### src/rtl/count32_timer_ctrl.sv
// count32_timer_ctrl
//   Start/stop/clear sequencer around an embedded up-counter with a
//   programmable prescaler, terminal-count limit and one-shot/periodic modes.
//
// Ports
//   clk_i        clock, rising edge
//   rst_ni       synchronous reset, active low
//   start_i      start from IDLE/DONE (relatches config) or resume from PAUSE
//   stop_i       pause the count
//   clear_i      abort to IDLE
//   mode_i       0 = one-shot, 1 = periodic (latched on start)
//   limit_i      terminal count value (latched on start)
//   prescale_i   clk cycles per count step minus 1 (latched on start)
//   count_o      current count, registered
//   tick_o       one-cycle pulse on the terminal step, registered
//   busy_o       high while running
//   done_o       sticky one-shot completion flag, registered
module count32_timer_ctrl #(
  parameter int WIDTH = 32,
  parameter int PW    = 8
) (
  input  logic             clk_i,
  input  logic             rst_ni,
  input  logic             start_i,
  input  logic             stop_i,
  input  logic             clear_i,
  input  logic             mode_i,
  input  logic [WIDTH-1:0] limit_i,
  input  logic [PW-1:0]    prescale_i,
  output logic [WIDTH-1:0] count_o,
  output logic             tick_o,
  output logic             busy_o,
  output logic             done_o
);

  typedef enum logic [1:0] {S_IDLE, S_RUN, S_PAUSE, S_DONE} state_e;

  localparam logic [WIDTH-1:0] CNT_ONE = {{(WIDTH-1){1'b0}}, 1'b1};
  localparam logic [PW-1:0]    PC_ONE  = {{(PW-1){1'b0}}, 1'b1};

  state_e           state_q, state_d;
  logic [WIDTH-1:0] count_q, count_d;
  logic [WIDTH-1:0] limit_q, limit_d;
  logic [PW-1:0]    pc_q, pc_d;
  logic [PW-1:0]    pre_q, pre_d;
  logic             mode_q, mode_d;
  logic             tick_q, tick_d;
  logic             done_q, done_d;

  logic launch, advance, step, terminal;

  // Start from IDLE/DONE; clear and stop both outrank start.
  assign launch = start_i && !stop_i && !clear_i &&
                  ((state_q == S_IDLE) || (state_q == S_DONE));

  // A counting cycle happens in RUN, and also on the resume edge out of
  // PAUSE, so a pause costs exactly as many cycles as stop was held.
  assign advance = !clear_i && !stop_i &&
                   ((state_q == S_RUN) || ((state_q == S_PAUSE) && start_i));

  assign step     = advance && (pc_q == pre_q);
  assign terminal = step && (count_q == limit_q);

  // State register and datapath registers
  always_ff @(posedge clk_i) begin
    if (!rst_ni) begin
      state_q <= S_IDLE;
      count_q <= '0;
      pc_q    <= '0;
      limit_q <= '0;
      pre_q   <= '0;
      mode_q  <= 1'b0;
      tick_q  <= 1'b0;
      done_q  <= 1'b0;
    end else begin
      state_q <= state_d;
      count_q <= count_d;
      pc_q    <= pc_d;
      limit_q <= limit_d;
      pre_q   <= pre_d;
      mode_q  <= mode_d;
      tick_q  <= tick_d;
      done_q  <= done_d;
    end
  end

  // Next-state logic
  always_comb begin
    state_d = state_q;
    if (clear_i) begin
      state_d = S_IDLE;
    end else begin
      case (state_q)
        S_IDLE, S_DONE: if (launch) state_d = S_RUN;
        S_RUN, S_PAUSE: begin
          if (stop_i)       state_d = S_PAUSE;
          else if (advance) state_d = (terminal && !mode_q) ? S_DONE : S_RUN;
        end
        default:          state_d = S_IDLE;
      endcase
    end
  end

  // Datapath / registered-output next values
  always_comb begin
    count_d = count_q;
    pc_d    = pc_q;
    limit_d = limit_q;
    pre_d   = pre_q;
    mode_d  = mode_q;
    tick_d  = 1'b0;
    done_d  = done_q;
    if (clear_i) begin
      count_d = '0;
      pc_d    = '0;
      done_d  = 1'b0;
    end else if (launch) begin
      mode_d  = mode_i;
      limit_d = limit_i;
      pre_d   = prescale_i;
      count_d = '0;
      pc_d    = '0;
      done_d  = 1'b0;
    end else if (advance) begin
      if (step) begin
        pc_d = '0;
        if (terminal) begin
          tick_d = 1'b1;
          // periodic wraps to 0; one-shot holds at the limit
          if (mode_q) count_d = '0;
          else        done_d  = 1'b1;
        end else begin
          count_d = count_q + CNT_ONE;
        end
      end else begin
        pc_d = pc_q + PC_ONE;
      end
    end
  end

  assign count_o = count_q;
  assign tick_o  = tick_q;
  assign done_o  = done_q;
  assign busy_o  = (state_q == S_RUN);

endmodule

### config.mk
export PLATFORM = sky130hd
export DESIGN_NAME = count32_timer_ctrl
export DESIGN_NICKNAME = d
export VERILOG_FILES = /design/src/rtl/count32_timer_ctrl.sv
export SDC_FILE = /design/constraint.sdc
export NUM_CORES = 1
export LEC_CHECK = 0
export BUFFER_PORTS_ARGS = -buffer_cell sky130_fd_sc_hd__buf_2
export CAP_MARGIN = 0
export CORE_ASPECT_RATIO = 0.9
export CORE_MARGIN = 1.5
export CORE_UTILIZATION = 30
export DETAILED_ROUTE_END_ITERATION = 16
export PLACE_DENSITY = 0.51
export SLEW_MARGIN = 20
export SYNTH_ARGS = -nofsm -noshare
export SYNTH_HDL_FRONTEND = slang
export SYNTH_SLANG_ARGS = --single-unit
export TNS_END_PERCENT = 100
### constraint.sdc
create_clock -name clk_i -period 2.3 [get_ports clk_i]
set_clock_uncertainty 0.05 [all_clocks]
set_input_delay 0.345 -clock clk_i [delete_from_list [all_inputs] [get_ports clk_i]]
set_output_delay 0.345 -clock clk_i [all_outputs]
set_load 0.005 [all_outputs]
Word-level counts from Yosys, hierarchy flattened. Index checks and enable logic that the tools add are counted.

Register bits after elaboration: 85. Input bits: 46. Output and inout bits: 35. Word-level logic and storage cells: 56.

Add/subtract/negate cells: 2. Eq/ne operators: 8. Muxes and demuxes: 9. Bitwise gates (word level): 5. Reduce and logical (&&, ||, !) cells: 24.

Operator list (count): $mux W32 (2); $add A32 B1 Y32 const B (1); $eq A32 B32 Y1 (1); $logic_and A1 B1 Y1 (9); $add A8 B1 Y8 const B (1); $eq A8 B8 Y1 (1); $mux W2 (4); $mux W8 (1); $reduce_or A2 Y1 (3); $not A1 Y1 (5); $reduce_or A5 Y1 (1); $eq A2 B2 Y1 const B (2); $ne A2 B2 Y1 const B (2); $pmux W2 S2 (1); $reduce_and A2 Y1 (2); $reduce_and A4 Y1 (1); $logic_not A1 Y1 (3); $ne A3 B3 Y1 const B (1); $reduce_and A3 Y1 (1); $reduce_or A3 Y1 (1); $eq A2 B1 Y1 const B (1); $logic_not A2 Y1 (1); $logic_or A1 B1 Y1 (2); $mux W1 (1).

Depth between registers and ports, before layout.
Depth after elaboration: 11. Depth in mapped cells: 9. Depth with buffers taken out: 8.

Worst setup path after synthesis. No wires, ideal clock.

Kind: reg-to-reg. From: register count_q[0], in the netlist count_o[0]. To: register count_q[30], in the netlist count_o[30]. Library setup time: 70 ps. Arrival: 2336 ps. Required time: 2180 ps. Path slack: -156 ps. Stages on the path, launching flop included: 8. Buffers on the path: 1. Clock period less this slack: 2456 ps. Cells stage by stage: dfxtp_1 ha_1 nand3_2 or4_1 buf_2 or3_4 or4_1 a21oi_1.

Longest elaborated chain between the ends: 4. Elaborated cells between the ends (all ways): 6. Classes of those cells: add/sub: 1; eq/ne: 2; mux: 1; reduce/logical: 2.

RTL lines: start: declaration (RTL line 42) `logic [WIDTH-1:0] count_q, count_d;`; start signal: assignment (RTL line 77) `count_q <= count_d;`; branches (longest 4 deep; another with $add A32 B1 Y32).

Parallel ways; which one is timed is not known. A chain may end at the register's enable or synchronous reset.

Worst setup path after layout.
From: register count_q[13], in the netlist count_o[13]. To: register count_q[30], in the netlist count_o[30].

Same word-level chain as after synthesis.

==> impl_metrics.py <==
metrics = {
    "sta": {
        "slew_viol_final": 0,
        "period_needed_ns": 2.23,
        "setup_viol": 0,
        "tightest_slew_ns": 0.696,
        "rsz0062_at_grt": "yes",
        "fmax_mhz": 447,
        "slew_headroom_pct": 53.6,
        "setup_tns_ns": 0,
        "period_share_pct": 97.2,
        "final_hold_viol_count": 0,
    },
    "synthesis": {
        "yosysWarnings": 0,
        "synth_cell_types": 43,
        "ys_dominant_reg_cell": "dfxtp_1",
        "syn_area_per_cell_sq_um": 7.96,
        "synth_top_cell_by_area": "dfxtp_1",
        "yosys.area.top_type_share_pct": 39.6,
        "syn-cell-area_sq_mm": 0.00429,
        "synth-seq-cells": 85,
        "syn_nets": 589,
        "netlist_instances": 539,
        "async_flop_share_pct": 0,
        "ys_seq_area_share_pct": 39.6,
        "synth_edf_count": 0,
        "synthTopCellsByArea": "dfxtp_1 (40%), nand2_1 (9.8%), xor2_1 (9.2%), a21boi_0 (7.2%), a21oi_1 (3.0%)",
    },
    "global_routing": {
        "grt_usage_pct": 19.3,
        "grt_max_degree": 43,
        "gr-total-overflow": 0,
        "antenna_found_initial": 0,
        "grt_pass1_vias": 4077,
        "grt_pass1_wl_um": 21900,
    },
    "drt": {
        "vias": 4294,
        "wl_um": 13900,
        "antenna_left": 0,
        "drtIter0Drc": 281,
        "drc_errors": 0,
        "drt_first_pass_iters": 5,
        "avgViaCountPerCell": 5.02,
        "wl_per_cell_um": 16.3,
    },
    "clock_network": {
        "clock_path_buffers": 2,
        "ctsHtreeMaxLevel": 3,
        "cts_tree": "yes",
        "insertion_delay_ns": 0.35,
        "post_cts_buffers": 0,
        "clock_sinks": 85,
        "clk_pin_slew_ns": 0.06,
        "cts_made_buffers": 9,
        "clk_root_buffer_cell": "clkbuf_16",
    },
    "pwr": {
        "vdd_ir_drop_max_uv": 609,
        "p_per_area_mw_per_mm2": 584,
        "p_leak_nw": 2.33,
    },
    "setup_path": {
        "path_cells": "nand4_1 > or4_1 > or3_4 > or4_1 > a21oi_1",
        "critical_path_class": "register to register",
        "critPathRequiredTime_ns": 2.53,
        "worst-path-buf-inv": 0,
        "cp_top_family": "simple AND/OR/NAND/NOR gates",
        "start_kind": "register",
        "end_kind": "register",
        "regToRegStartpoint": "count_o[13]",
        "critPathMaxFanout": 6,
        "cpMaxStageDelayCell": "or4_1",
        "cp.arrival_ns": 2.46,
        "max_stage_delay_ns": 0.55,
        "worstSetupStartpoint": "count_o[13]",
        "crit_top_cell": "or4_1",
    },
    "placement": {
        "numPlacedInstances": 839,
        "hpwl_um": 10500,
        "place_area_sq_mm": 0.00531,
        "gp_congestion": 0.883,
        "port-buffer-count": 80,
    },
    "layout": {
        "antenna_cells": 0,
        "drive_above_1_share_pct": 26.4,
        "fin_cells": 855,
        "fillers": 1435,
        "utilization_pct": 40.4,
        "finalNetCount": 707,
        "final_cell_area_sq_mm": 0.00565,
        "area_growth_pct": 31.7,
    },
    "run": {
        "maxCapViolCount": 0,
    },
    "worst_hold_path": {
        "hold_class": "primary input to register",
        "hp-start": "limit_i[17]",
    },
    "die": {
        "io_pins": 81,
        "dieArea_sq_mm": 0.0150,
        "dieHeight_um": 116,
        "row_count": 41,
        "die_x_um": 129,
        "coreArea_sq_mm": 0.0140,
        "initial_utilization_pct": 30.7,
    },
    "outcome": {
        "status": "completed",
    },
}
placed cells by master, fill, tap and decap left out, types with 15 or more instances in the layout:
master    instances
buf_4            57
a21boi_0         41
a21oi_1          25
nor3_1           16
buf_2            80
nand3_1          24
nor2_1           25
nand2_1         112
nand4_1          15
dfxtp_1          80
xor2_1           45
o21ai_0          23
per-stage QoR:
stage | hold WS [ns] | setup slack (ns) | power [mW]
3_3_place_gp | 0.417 | 0.0367 | 1.84
2_1_floorplan | 0.405 | 0.00204 | 1.70
6_report | 0.188 | 0.0651 | 3.30
3_5_place_dp | 0.419 | 0.0437 | 1.84
4_1_cts | 0.180 | 0.0205 | 3.33
5_1_grt | 0.197 | -0.0383 | 3.42
layout make-up:
cell class / count / area (sq um) / area share (%)
flip-flops and latches: 85 / 1710 / 30.3
well taps: 193 / 241 / 4.27
clock buffers: 11 / 243 / 4.29
inverters: 9 / 33.8 / 0.598
repair buffers: 140 / 880 / 15.6
multi-input cells: 412 / 2480 / 43.9
clock inverters: 5 / 60.1 / 1.06
cells by family (layout without fill, tap and decap cells):
family | after synthesis | count (layout) | synth area share (%)
mux | 3 | 3 | 0.700
fa+ha+maj | 4 | 4 | 1.17
compound gates | 117 | 117 | 18.2
flops | 85 | 85 | 39.6
simple gates | 243 | 243 | 27.2
xor+xnor | 45 | 45 | 9.18
buf+inv | 42 | 165 | 3.88
worst register-to-register path, stage by stage (launching register included):
cell     delay [ns]
dfxtp_1        0.38
nand4_1        0.19
or4_1          0.55
or3_4          0.39
or4_1          0.47
a21oi_1        0.13
per-layer routing:
| layer | vias up | share of wire, % | global-route usage (%) |
|---|---|---|---|
| met5 | - | 0 | 0 |
| met4 | 0 | 1.7 | 7.34 |
| met3 | 16 | 5.6 | 4.17 |
| met2 | 123 | 43 | 28.9 |
| met1 | 2010 | 50 | 27.2 |
| li1 | 2145 | - | - |
cells in the mapped netlist (all sizes together) (2+ instances only):
master	n
nand2	112
dfxtp	85
xor2	45
a21boi	41
clkbuf	27
a21oi	26
nand3	25
nor2	25
o21ai	23
nor3	18
nand4	15
nor4	13
inv	9
o31ai	9
or4	8
a32o	7
buf	6
or3	6
or2	5
and4	4
ha	4
and2	3
mux2i	3
nand2b	3
a221oi	2
and3	2
o32ai	2
o41ai	2
worst paths after layout:
kind	endpoint	slack, ns	cells after the start
min reg2reg	pre_q[2]	0.42	2
min	limit_q[17]	0.19	3
max reg2reg	count_o[30]	0.07	5
max	count_o[30]	0.07	5
registers in the layout (all words and copies together), names as in the netlist:
signal	flops
pc_q	8
count_o	32
mode_q	1
state_q	2
limit_q	32
done_o	1
pre_q	8
tick_o	1
where the power goes:
group          leakage, nW  switching (mW)  total (mW)  internal, mW
registers            0.690          0.0213        1.52          1.49
clock network        0.134           0.610        1.48         0.871
logic                 1.51           0.177       0.305         0.128
total                 2.33           0.808        3.30          2.49
what timing repair did:
action                                  CTS  global route
hold buffers                              0             0
endpoints found under the setup margin    0            24
resized for setup                         0            10
No activity file was read; power rests on OpenSTA's default activity.
